===== src/rtl/uart_pkg.sv =====
// Shared UART definitions: frame FSM states, data width and default timing constants.
// Used by both the transmitter and receiver sides.
package uart_pkg;

  localparam int DATA_W      = 8;
  localparam int DEF_CLK_DIV = 16;
  localparam int DEF_DEPTH   = 4;

  typedef enum logic [2:0] {
    IDLE,
    START,
    DATA,
    PARITY,
    STOP
  } uart_state_e;

  function automatic logic even_parity(input logic [DATA_W-1:0] d);
    return ^d;
  endfunction

endpackage


===== src/rtl/uart_transmitter_fifo.sv =====
// Byte FIFO feeding the UART transmitter. Push/pop qualification is done by the caller;
// a push and a pop in the same cycle leave the occupancy unchanged.
module tx_fifo
  import uart_pkg::*;
#(
  parameter int DEPTH = DEF_DEPTH
) (
  input  logic                     clk,
  input  logic                     rst,
  input  logic                     push,
  input  logic                     pop,
  input  logic [DATA_W-1:0]        din,
  output logic [DATA_W-1:0]        dout,
  output logic                     full,
  output logic                     empty,
  output logic [$clog2(DEPTH):0]   count
);

  localparam int AW = $clog2(DEPTH);

  logic [DATA_W-1:0] mem [DEPTH];
  logic [AW-1:0]     wr_ptr;
  logic [AW-1:0]     rd_ptr;

  always_ff @(posedge clk or negedge rst) begin
    if (!rst) begin
      wr_ptr <= '0;
      rd_ptr <= '0;
      count  <= '0;
    end else begin
      if (push) wr_ptr <= wr_ptr + 1'b1;
      if (pop)  rd_ptr <= rd_ptr + 1'b1;
      case ({push, pop})
        2'b10:   count <= count + 1'b1;
        2'b01:   count <= count - 1'b1;
        default: count <= count;
      endcase
    end
  end

  // Storage carries no reset; only the pointers and occupancy define validity.
  always_ff @(posedge clk) begin
    if (push) mem[wr_ptr] <= din;
  end

  assign dout  = mem[rd_ptr];
  assign full  = (count == (AW+1)'(DEPTH));
  assign empty = (count == '0);

endmodule


===== src/rtl/uart_transmitter.sv =====
// UART transmitter: FIFO-buffered bytes sent as start, 8 data bits LSB-first,
// optional even parity and one stop bit, each held for CLK_DIV clocks.
module uart_transmitter
  import uart_pkg::*;
#(
  parameter int CLK_DIV   = DEF_CLK_DIV,
  parameter int DEPTH     = DEF_DEPTH,
  parameter bit PARITY_EN = 1'b1
) (
  input  logic              clk,
  input  logic              rst,
  input  logic              wr_en,
  input  logic [DATA_W-1:0] data_in,
  input  logic              clr_err,
  output logic              tx,
  output logic              busy,
  output logic              full,
  output logic              empty,
  output logic              overrun_err
);

  localparam int          CW       = $clog2(CLK_DIV);
  localparam logic [CW-1:0] TICK_VAL = CW'(CLK_DIV - 1);

  uart_state_e           state;
  uart_state_e           state_nxt;
  logic                  tx_nxt;
  logic [CW-1:0]         baud_cnt;
  logic [2:0]            bit_idx;
  logic [DATA_W-1:0]     shreg;
  logic                  par_bit;
  logic [DATA_W-1:0]     fifo_dout;
  logic [$clog2(DEPTH):0] fifo_count;
  logic                  fifo_empty;
  logic                  pop;
  logic                  push;
  logic                  bit_tick;

  assign bit_tick = (baud_cnt == TICK_VAL);
  assign pop      = (state == IDLE) && !fifo_empty;
  // A full FIFO still takes a write when the head leaves in the same cycle.
  assign push     = wr_en && (!full || pop);
  assign busy     = (state != IDLE);
  assign empty    = (fifo_count == '0);

  tx_fifo #(
    .DEPTH (DEPTH)
  ) u_fifo (
    .clk   (clk),
    .rst   (rst),
    .push  (push),
    .pop   (pop),
    .din   (data_in),
    .dout  (fifo_dout),
    .full  (full),
    .empty (fifo_empty),
    .count (fifo_count)
  );

  always_ff @(posedge clk or negedge rst) begin
    if (!rst) state <= IDLE;
    else      state <= state_nxt;
  end

  always_comb begin
    state_nxt = state;
    tx_nxt    = 1'b1;
    unique case (state)
      IDLE:   if (pop) state_nxt = START;
      START: begin
        tx_nxt = 1'b0;
        if (bit_tick) state_nxt = DATA;
      end
      DATA: begin
        tx_nxt = shreg[0];
        if (bit_tick && bit_idx == 3'd7) state_nxt = PARITY_EN ? PARITY : STOP;
      end
      PARITY: begin
        tx_nxt = par_bit;
        if (bit_tick) state_nxt = STOP;
      end
      STOP:   if (bit_tick) state_nxt = IDLE;
      default: state_nxt = IDLE;
    endcase
  end

  // tx is registered from the current state, so the line lags the FSM by one clock.
  always_ff @(posedge clk or negedge rst) begin
    if (!rst) begin
      tx          <= 1'b1;
      baud_cnt    <= '0;
      bit_idx     <= '0;
      overrun_err <= 1'b0;
    end else begin
      tx <= tx_nxt;
      if (state == IDLE || bit_tick) baud_cnt <= '0;
      else                           baud_cnt <= baud_cnt + 1'b1;
      if (state == IDLE)                bit_idx <= '0;
      else if (state == DATA && bit_tick) bit_idx <= bit_idx + 1'b1;
      if (wr_en && full && !pop) overrun_err <= 1'b1;
      else if (clr_err)          overrun_err <= 1'b0;
    end
  end

  always_ff @(posedge clk) begin
    if (pop) begin
      shreg   <= fifo_dout;
      par_bit <= even_parity(fifo_dout);
    end else if (state == DATA && bit_tick) begin
      shreg <= shreg >> 1;
    end
  end

endmodule


===== config.mk =====
export PLATFORM = sky130hd
export DESIGN_NAME = uart_transmitter
export DESIGN_NICKNAME = d
export VERILOG_FILES = /design/src/rtl/uart_pkg.sv /design/src/rtl/uart_transmitter_fifo.sv /design/src/rtl/uart_transmitter.sv
export SDC_FILE = /design/constraint.sdc
export NUM_CORES = 1
export LEC_CHECK = 0
export BUFFER_PORTS_ARGS = -buffer_cell sky130_fd_sc_hd__buf_2
export CORE_MARGIN = 4
export CORE_UTILIZATION = 25
export CTS_CLUSTER_SIZE = 12
export DETAILED_ROUTE_END_ITERATION = 6
export PLACE_DENSITY = 0.43
export SYNTH_ARGS = -nofsm -noshare
export SYNTH_HDL_FRONTEND = slang
export SYNTH_SLANG_ARGS = --single-unit

===== constraint.sdc =====
create_clock -name clk -period 2.3 [get_ports clk]
set_input_delay 0 -clock clk [delete_from_list [all_inputs] [get_ports clk]]
set_output_delay 0 -clock clk [all_outputs]
set_load 0.02 [all_outputs]

Word level (Yosys, flattened, before mapping)
Memories as Yosys holds them, arrays and structs flattened.
Index checks and enable logic that the tools add are counted.
{"block": "word_totals", "regBits": 28, "latchBits": 0, "ram_bits": 32, "rom_bits": 0, "input_bits": 12, "out_inout_bits": 5, "word_cells": 68, "n_memories": 1}
{"memory": "u_fifo.mem", "depth": 4, "width": 8, "read_ports": 1, "rd_clocked_by_memory_dff": 0, "wr": 1, "line_no": "uart_transmitter_fifo.sv:21", "text": "logic [DATA_W-1:0] mem [DEPTH];"}
{"block": "classes", "addsub": 6, "multipliers": 0, "div": 0, "order_cmp": 0, "eq_ne": 14, "shift": 0, "n_mux": 17, "bitwise": 0, "reduce_logical": 20}
{"cell": "2-to-1 mux 3 bit", "count": 7}
{"cell": "2-to-1 mux 8 bit", "count": 2}
{"cell": "one-hot mux 3 bit (5 select lines)", "count": 1}
{"cell": "!= test 2 bit, second input constant", "count": 5}
{"cell": "== test 3 bit, second input constant", "count": 3}
{"cell": "nonzero test 2 bit", "count": 4}
{"cell": "XOR reduction 8 bit", "count": 1}
{"cell": "adder 3 x 1 -> 3 bit, second input constant", "count": 2}
{"cell": "== test 3 x 2 -> 1 bit, second input constant", "count": 2}
{"cell": "logical AND 1 bit", "count": 6}
{"cell": "logical NOT 3 bit", "count": 2}
{"cell": "one-hot mux 3 bit (2 select lines)", "count": 1}
{"cell": "AND reduction 5 bit", "count": 1}
{"cell": "adder 2 x 1 -> 2 bit, second input constant", "count": 2}
{"cell": "adder 4 x 1 -> 4 bit, second input constant", "count": 1}
{"cell": "== test 4 bit, second input constant", "count": 1}
{"cell": "2-to-1 mux 1 bit", "count": 4}
{"cell": "2-to-1 mux 4 bit", "count": 1}
{"cell": "== test 3 x 1 -> 1 bit, second input constant", "count": 1}
{"cell": "logical NOT 1 bit", "count": 3}
{"cell": "one-hot mux 1 bit (3 select lines)", "count": 1}
{"cell": "nonzero test 3 bit", "count": 1}
{"cell": "subtractor 3 x 1 -> 3 bit, second input constant", "count": 1}
{"cell": "== test 2 x 1 -> 1 bit, second input constant", "count": 1}
{"cell": "other kinds (2)", "count": 3}

Depth between registers and ports, before layout
Gate-level depths: netlist (run 1).
{"block": "logic_depth", "depth_word": 7, "depth_mapped": 8}

Modules after synthesis
Synthesis (run 1) repeated with hierarchy kept, for this count alone.
{"block": "unflattened", "cells_unflattened": 170, "area_unflattened_um2": 2641.3}
{"mod": "tx_fifo", "instances": 1, "cells_each": 79, "area_per_inst_um2": 1551.5, "seq_area_each_um2": 1136.1}
{"mod": "uart_transmitter", "instances": 1, "cells_each": 91, "area_per_inst_um2": 1089.8, "seq_area_each_um2": 571.8}

Worst setup path after synthesis (run 1)
Ideal clock, no wire load.
{"block": "synth_timing", "path_type": "reg2reg", "startpoint": "register state[0]", "endpoint": "register u_fifo.count[2]", "setup_ns": 0.125, "t_arrival_ns": 1.942, "required_time_ns": 2.175, "setup_slack_ns": 0.234, "path_stages_with_launch": 9, "n_path_buf": 0, "synth_period_minus_slack_ns": 2.066, "cell_sequence": "dfrtp_1 nor3_4 inv_2 nor3_1 inv_1 fa_1 o21ba_2 a22oi_1 xnor2_1"}
{"block": "synth_between", "elab_chain_len": 6, "elab_cells_between_ends": 8, "classes_between": "eq/ne: 2; mux: 1; reduce/logical: 5"}
{"item": "from (decl)", "line_no": "uart_transmitter.sv:25", "text": "uart_state_e state;"}
{"item": "from (signal assigned)", "line_no": "uart_transmitter.sv:62", "text": "else state <= state_nxt;"}
{"item": "logical NOT 3 bit (*)", "line_no": "uart_transmitter.sv:40", "text": "assign pop = (state == IDLE) && !fifo_empty;"}
{"item": "logical AND 1 bit (*)", "line_no": "uart_transmitter.sv:40"}
{"item": "logical OR 1 bit", "line_no": "uart_transmitter.sv:42", "text": "assign push = wr_en && (!full || pop);"}
{"item": "logical AND 1 bit", "line_no": "uart_transmitter.sv:42"}
{"item": "== test 2 x 1 -> 1 bit / == test 2 bit (equally long branches)", "line_no": "uart_transmitter_fifo.sv:33", "text": "case ({push, pop})"}
{"item": "one-hot mux 3 bit (2 select lines) / nonzero test 2 bit (equally long branches)"}
{"item": "to (signal assigned)", "line_no": "uart_transmitter_fifo.sv:34", "text": "2'b10: count <= count + 1'b1;"}
{"item": "to (signal assigned)", "line_no": "uart_transmitter_fifo.sv:35", "text": "2'b01: count <= count - 1'b1;"}
{"item": "to (signal assigned)", "line_no": "uart_transmitter_fifo.sv:36", "text": "default: count <= count;"}
{"item": "to (decl)", "line_no": "uart_transmitter_fifo.sv:16", "text": "output logic [$clog2(DEPTH):0] count"}
Every way passes the cells marked *; elsewhere a longest branch is shown, timed or not.
A chain may end at the register's enable or synchronous reset.

Worst setup path after layout (run 1)
Ends and elaborated chain as after synthesis.

==> impl_metrics.env, run 1 <==
export IMPL_cts_repair_resize_count=0
export IMPL_rsz0062_at_grt="false"
export IMPL_cts_sinks=60
export IMPL_p_clk_share_pct=23.8
export IMPL_hold_class="input port to register"
export IMPL_p_int_mw=2.75
export IMPL_switching_share_pct=33.4
export IMPL_path_clk_slew_ns=0.07
export IMPL_finalSetupTns_ns=0
export IMPL_syn_nets=188
export IMPL_cts_max_level=3
export IMPL_clock_path_buffers=2
export IMPL_fp_dieW_um=111
export IMPL_drive_above_1_share_pct=30.6
export IMPL_crit_path_top_delay_cell="dfrtp_1"
export IMPL_fmax_ghz=0.498
export IMPL_cp_depth=8
export IMPL_start_kind="register"
export IMPL_grt_ovfl_total=0
export IMPL_antenna_found_initial=0
export IMPL_crit_family="simple AND/OR/NAND/NOR gates"
export IMPL_grt_total_usage_pct=8.32
export IMPL_leakage_nw=1.21
export IMPL_skew_ns=0.0106
export IMPL_wirelength_mm=4.66
export IMPL_grt_pass1_vias=1503
export IMPL_irDropWorstVdd_mv=0.383
export IMPL_diodes=0
export IMPL_seq_area_frac_synth_pct=64.9
export IMPL_fill_cells=1038
export IMPL_slowest_delay_ns=0.46
export IMPL_powerDensity_nw_per_um2=1270
export IMPL_cts_tree="yes"
export IMPL_r2r_start="state[0]$_DFFE_PN0P_"
export IMPL_multi_input_area_sq_um=860
export IMPL_ant_nets=0
export IMPL_grt_max_degree=20
export IMPL_drc_errors=0
export IMPL_drt_iter0_markers=39
export IMPL_cts_buffers=9
export IMPL_start_util_pct=25.6
export IMPL_buffer_ports_inserted=16
export IMPL_design_area_sq_um=3240
export IMPL_power_switching_mw=1.38
export IMPL_crit_required_ns=2.52
export IMPL_outcome="complete, no violations"
export IMPL_crit_path_end_kind="register"
export IMPL_r2r_setup_slack_ns=0.29
export IMPL_synth_avg_cell_area_sq_um=15.7
export IMPL_crit_fanout=7
export IMPL_crit_type="register to register"
export IMPL_r2r_end="u_fifo.count[2]$_DFFE_PN0P_"
export IMPL_area_growth_synth_to_final_pct=23.2
export IMPL_num_vias=1461
export IMPL_hold_viol_final=0
export IMPL_netlist_instances=168
export IMPL_relSlewSlack_pct=69.9
export IMPL_ys_ff_latch=60
export IMPL_regArea_sq_um=1710
export IMPL_tightest_slew_ns=0.452
export IMPL_drtPass1Iterations=4
export IMPL_slew_violations=0
export IMPL_viasPerCell=4.15
export IMPL_routabilityCongestion=0.706
export IMPL_grt_pass1_wl_mm=7.78
export IMPL_min_period_ns=2.01
export IMPL_ys_types=38
export IMPL_core_region_area_sq_um=10300
export IMPL_worstPathCellList="nor3_4 -> inv_2 -> nor3_1 -> inv_1 -> fa_1 -> o21ba_2 -> a22oi_1 -> xnor2_1"
export IMPL_dieHeight_um=111
export IMPL_power_frac_comb_pct=35.6
export IMPL_drv_max_cap_violation_count=0
export IMPL_crit_arrival_ns=2.23
export IMPL_worst_r2r_cell_count=8
export IMPL_boundaryPins=17
export IMPL_dpl_cell_area_sq_um=2930
export IMPL_root_buffer="clkbuf_8"
export IMPL_crit_start="state[0]$_DFFE_PN0P_"
export IMPL_post_dp_hpwl_mm=3.20
export IMPL_fin_crit_sh_pct=87.3
export IMPL_layout_nets=231
export IMPL_yosysWarnings=0
export IMPL_pwr_share_seq_pct=40.6
export IMPL_clk_latency_ns=0.34
export IMPL_die_area_sq_um=12200
export IMPL_setup_viol=0
export IMPL_crit_end="u_fifo.count[2]$_DFFE_PN0P_"
export IMPL_fp_row_count=37
export IMPL_wire_per_inst_um=13.2
export IMPL_finalPower_mw=4.13
export IMPL_synth_area_sq_um=2630
export IMPL_path_buf_inv=2
==> stage by stage <==
step / instances / worst slack (ns) / utilization (%) / hold slack [ns]
final: 352 / 0.293 / 31.6 / 0.135
after global routing: 352 / 0.177 / 31.6 / 0.124
after floorplan: 168 / 0.234 / - / -0.296
after CTS: 352 / 0.281 / 31.6 / 0.111
after global placement: 325 / 0.313 / 28.5 / -0.0110
after detailed placement: 325 / 0.297 / 28.5 / -0.0129
==> cell usage in the layout (no fill, tap or decap), types with 6 or more instances in the layout <==
master          n
edfxtp_1       41
dfrtp_1        18
buf_2          16
dlygate4sd3_1  11
xnor2_1        10
buf_4          10
clkbuf_8        9
nor2_1          8
mux4_2          8
inv_1           8
mux2_2          7
ha_1            7
nand2_1         6
and2_1          6
==> cell families after synthesis <==
logic type	Yosys count	synth area share (%)
DFF	60	64.9
and+or+nand+nor	34	6.99
AOI/OAI and AO/OA	21	5.85
xor gates and xnor gates	16	5.89
muxes	15	9.84
buffers and inverters	14	2.47
adders and majority gates	8	4.09
==> worst reg2reg max path, delay by kind of cell (launching register included) <==
kind | cells | cell delay [ns]
compound gates | 2 | 0.31
xor+xnor | 1 | 0.14
fa+ha+maj | 1 | 0.38
buf+inv | 2 | 0.14
flops | 1 | 0.46
simple gates | 2 | 0.48
==> registers in the layout (all words and copies together), names as in the netlist <==
signal,cells
u_fifo.mem,32
shreg,8
baud_cnt,4
bit_idx,3
state,3
u_fifo.count,3
u_fifo.rd_ptr,2
u_fifo.wr_ptr,2
overrun_err,1
par_bit,1
tx,1
==> cells in the mapped netlist (all sizes together) <==
master,n,area [sq um]
or2,1,6.26
a21boi,1,11.3
clkbuf,2,8.75
a311oi,1,8.76
dfstp,1,26.3
nor2,8,30.0
o21ai,5,25.0
a21o,1,7.51
mux4,8,180
nor3b,1,7.51
xnor2,12,120
inv,9,33.8
a311o,2,20.0
a21oi,2,10.0
dfrtp,18,450
ha,7,87.6
nor3,5,41.3
edfxtp,41,1230
and3,3,18.8
xor2,4,35.0
nand3,4,20.0
buf,3,22.5
o21ba,1,10.0
o2bb2ai,2,17.5
mux2,7,78.8
a2bb2oi,1,8.76
a22oi,3,22.5
and2,6,37.5
o22ai,2,12.5
nand2,6,22.5
fa,1,20.0
==> power by group through the flow <==
stage          registers, mW  clock network (mW)  logic, mW
6_report                1.68               0.982       1.47
3_5_place_dp            1.70                   0       1.49
5_1_grt                 1.71                1.08       1.64
2_1_floorplan           1.66                   0       1.13
4_1_cts                 1.68                1.02       1.51
3_3_place_gp            1.71                   0       1.48
==> metal layers <==
metal / global-route usage [%] / routed length, um
met5: 0 / 0
met4: 3.69 / 69
met3: 3.51 / 121
met2: 12.4 / 2190
met1: 10.5 / 2280
==> how the worst min path moves through the flow <==
stage	start	to	slack, ns	depth (start not counted)
final	wr_en	u_fifo.count[0]$_DFFE_PN0P_	0.13	3
after floorplan	rst	baud_cnt[0]$_DFF_PN0_	-0.30	0
after detailed placement	rst	overrun_err$_DFFE_PN0P_	-0.01	1
after CTS	wr_en	u_fifo.count[1]$_DFFE_PN0P_	0.11	3
after global routing	wr_en	u_fifo.count[1]$_DFFE_PN0P_	0.12	3
after global placement	rst	overrun_err$_DFFE_PN0P_	-0.01	1
==> layout make-up <==
| cell class | instances | area share [%] |
|---|---|---|
| Timing Repair Buffer | 37 | 8.18 |
| Clock inverter | 7 | 2.55 |
| Multi-Input combinational cell | 94 | 26.5 |
| Tap cell | 136 | 5.25 |
| Inverter | 9 | 1.04 |
| Clock buffer | 9 | 3.82 |
| Sequential cell | 60 | 52.7 |
==> what timing repair did <==
action                    4_1_cts  5_1_grt
hold buffers                   11        0
hold endpoints to repair       52        0
buffers inserted                0        0
No activity file was read; power rests on OpenSTA's default activity.
==> inputs of run 2 (changes only) <==
==> constraint.sdc (replaced) <==
create_clock -name clk -period 1.94 [get_ports clk]
set_input_delay 0 -clock clk [delete_from_list [all_inputs] [get_ports clk]]
set_output_delay 0 -clock clk [all_outputs]
set_load 0.02 [all_outputs]
==> impl_metrics.env, run 2 (synthesis results as in run 1) <==
export IMPL_leakage_nw=1.24
export IMPL_rsz0062_at_grt="false"
export IMPL_fp_row_count=37
export IMPL_irDropWorstVdd_mv=0.419
export IMPL_min_period_ns=1.83
export IMPL_crit_required_ns=1.98
export IMPL_crit_start="state[0]$_DFFE_PN0P_"
export IMPL_setup_viol=0
export IMPL_p_int_mw=3.33
export IMPL_largest_reg_flops=32
export IMPL_drive_above_1_share_pct=33.9
export IMPL_drc_errors=0
export IMPL_power_switching_mw=1.59
export IMPL_clk_latency_ns=0.33
export IMPL_relSlewSlack_pct=70.2
export IMPL_drt_iter0_markers=46
export IMPL_slew_violations=0
export IMPL_fp_dieW_um=111
export IMPL_switching_share_pct=32.3
export IMPL_layout_commonest_cell="edfxtp_1"
export IMPL_p_clk_share_pct=21.8
export IMPL_drv_max_cap_violation_count=0
export IMPL_grt_pass1_wl_mm=8.26
export IMPL_start_kind="register"
export IMPL_crit_path_end_kind="register"
export IMPL_clock_path_buffers=2
export IMPL_wirelength_met1_mm=2.16
export IMPL_outcome="complete, no violations"
export IMPL_grt_max_degree=20
export IMPL_viasPerCell=4.08
export IMPL_layout_cells_non_filler=357
export IMPL_grt_total_usage_pct=8.51
export IMPL_layout_nets=236
export IMPL_hold_viol_final=0
export IMPL_post_place_cells=330
export IMPL_skew_ns=0.00668
export IMPL_route_met2_wl_mm=2.25
export IMPL_pre_cts_ws_ns=0.108
export IMPL_ant_nets=0
export IMPL_area_growth_synth_to_final_pct=26.2
export IMPL_routed_top_layer="met4"
export IMPL_wire_per_inst_um=12.9
export IMPL_grt_ovfl_total=0
export IMPL_antenna_found_initial=0
export IMPL_cts_tree="yes"
export IMPL_powerDensity_nw_per_um2=1480
export IMPL_regMostFlops="u_fifo.mem"
export IMPL_r2r_start="state[0]$_DFFE_PN0P_"
export IMPL_num_vias=1456
export IMPL_cts_buffers=9
export IMPL_path_clk_slew_ns=0.07
export IMPL_holdWs_ns=0.0369
export IMPL_cts_max_level=3
export IMPL_min_from="wr_en"
export IMPL_wl_met3_um=100
export IMPL_fmax_ghz=0.545
export IMPL_boundaryPins=17
export IMPL_fin_ws_ns=0.105
export IMPL_start_util_pct=25.6
export IMPL_tightest_slew_ns=0.447
export IMPL_cts_sinks=60
export IMPL_fin_crit_sh_pct=94.6
export IMPL_wirelength_mm=4.61
export IMPL_diodes=0
export IMPL_core_region_area_sq_um=10300
export IMPL_crit_type="register to register"
export IMPL_r2r_setup_slack_ns=0.11
export IMPL_post_dp_hpwl_mm=3.14
export IMPL_reg_top3="u_fifo.mem: 32 flops, shreg: 8 flops, baud_cnt: 4 flops"
export IMPL_root_buffer="clkbuf_8"
export IMPL_crit_arrival_ns=1.87
export IMPL_buffer_ports_inserted=16
export IMPL_finalSetupTns_ns=0
export IMPL_routabilityCongestion=0.665
export IMPL_drtPass1Iterations=4
export IMPL_hold_class="input port to register"
export IMPL_die_area_sq_um=12200
export IMPL_pwr_share_seq_pct=40.4
export IMPL_power_frac_comb_pct=37.8
export IMPL_grt_pass1_vias=1650
export IMPL_final_cell_mix="edfxtp_1, dfrtp_1, buf_2, buf_4"
export IMPL_dieHeight_um=111
export IMPL_crit_fanout=8
==> run 2: worst max-delay path, stage by stage, from the launching register on <==
cell	delay, ns
dfrtp_2	0.43
buf_4	0.14
buf_4	0.14
or2_2	0.33
a21o_1	0.18
a21oi_1	0.14
buf_4	0.19
==> run 2: area by class of cell <==
cell class / count / area (sq um)
clock inverters: 7 / 67.6
flip-flops and latches: 60 / 1710
multi-input cells: 94 / 878
inverters: 9 / 36.3
fillers: 1042 / 6950
repair buffers: 42 / 338
clock buffers: 9 / 124
well taps: 136 / 170
==> run 2: stage by stage <==
step / utilization (%) / instance area (sq um) / total power [mW]
after floorplan: - / 2640 / 3.32
after global placement: 29.3 / 3010 / 3.87
after detailed placement: 29.3 / 3010 / 3.86
after CTS: 32.1 / 3300 / 4.99
after global routing: 32.3 / 3320 / 5.30
final: 32.3 / 3320 / 4.92
==> run 2: metal layers <==
layer | GRT usage, % | up-vias
met3 | 2.47 | 9
met5 | 0 | -
met4 | 3.69 | 0
met1 | 10.9 | 716
li1 | - | 719
met2 | 13.4 | 12
==> run 2: path summary, 6_finish.rpt <==
kind	end	depth (start not counted)
min in group asynchronous	overrun_err$_DFFE_PN0P_	2
hold reg to reg	baud_cnt[0]$_DFF_PN0_	1
setup reg to reg	shreg[7]$_SDFFCE_PP0P_	6
setup / recovery	shreg[7]$_SDFFCE_PP0P_	6
max in group asynchronous	tx$_DFF_PN1_	2
hold / removal	overrun_err$_DFFE_PN0P_	3
==> run 2: what timing repair did <==
action / 4_1_cts / 5_1_grt
setup buffers: 0 / 1
gates resized for setup: 0 / 3
endpoints found under the setup margin: 0 / 2
hold endpoints to repair: 52 / 0
hold buffers: 10 / 0
==> run 2: power groups by stage <==
stage	clock network [mW]	registers, mW	logic, mW
global placement	0	2.03	1.85
detailed placement	0	2.02	1.84
floorplan	0	1.97	1.35
global route	1.18	2.04	2.08
finish	1.07	1.99	1.86
CTS	1.12	2.00	1.87
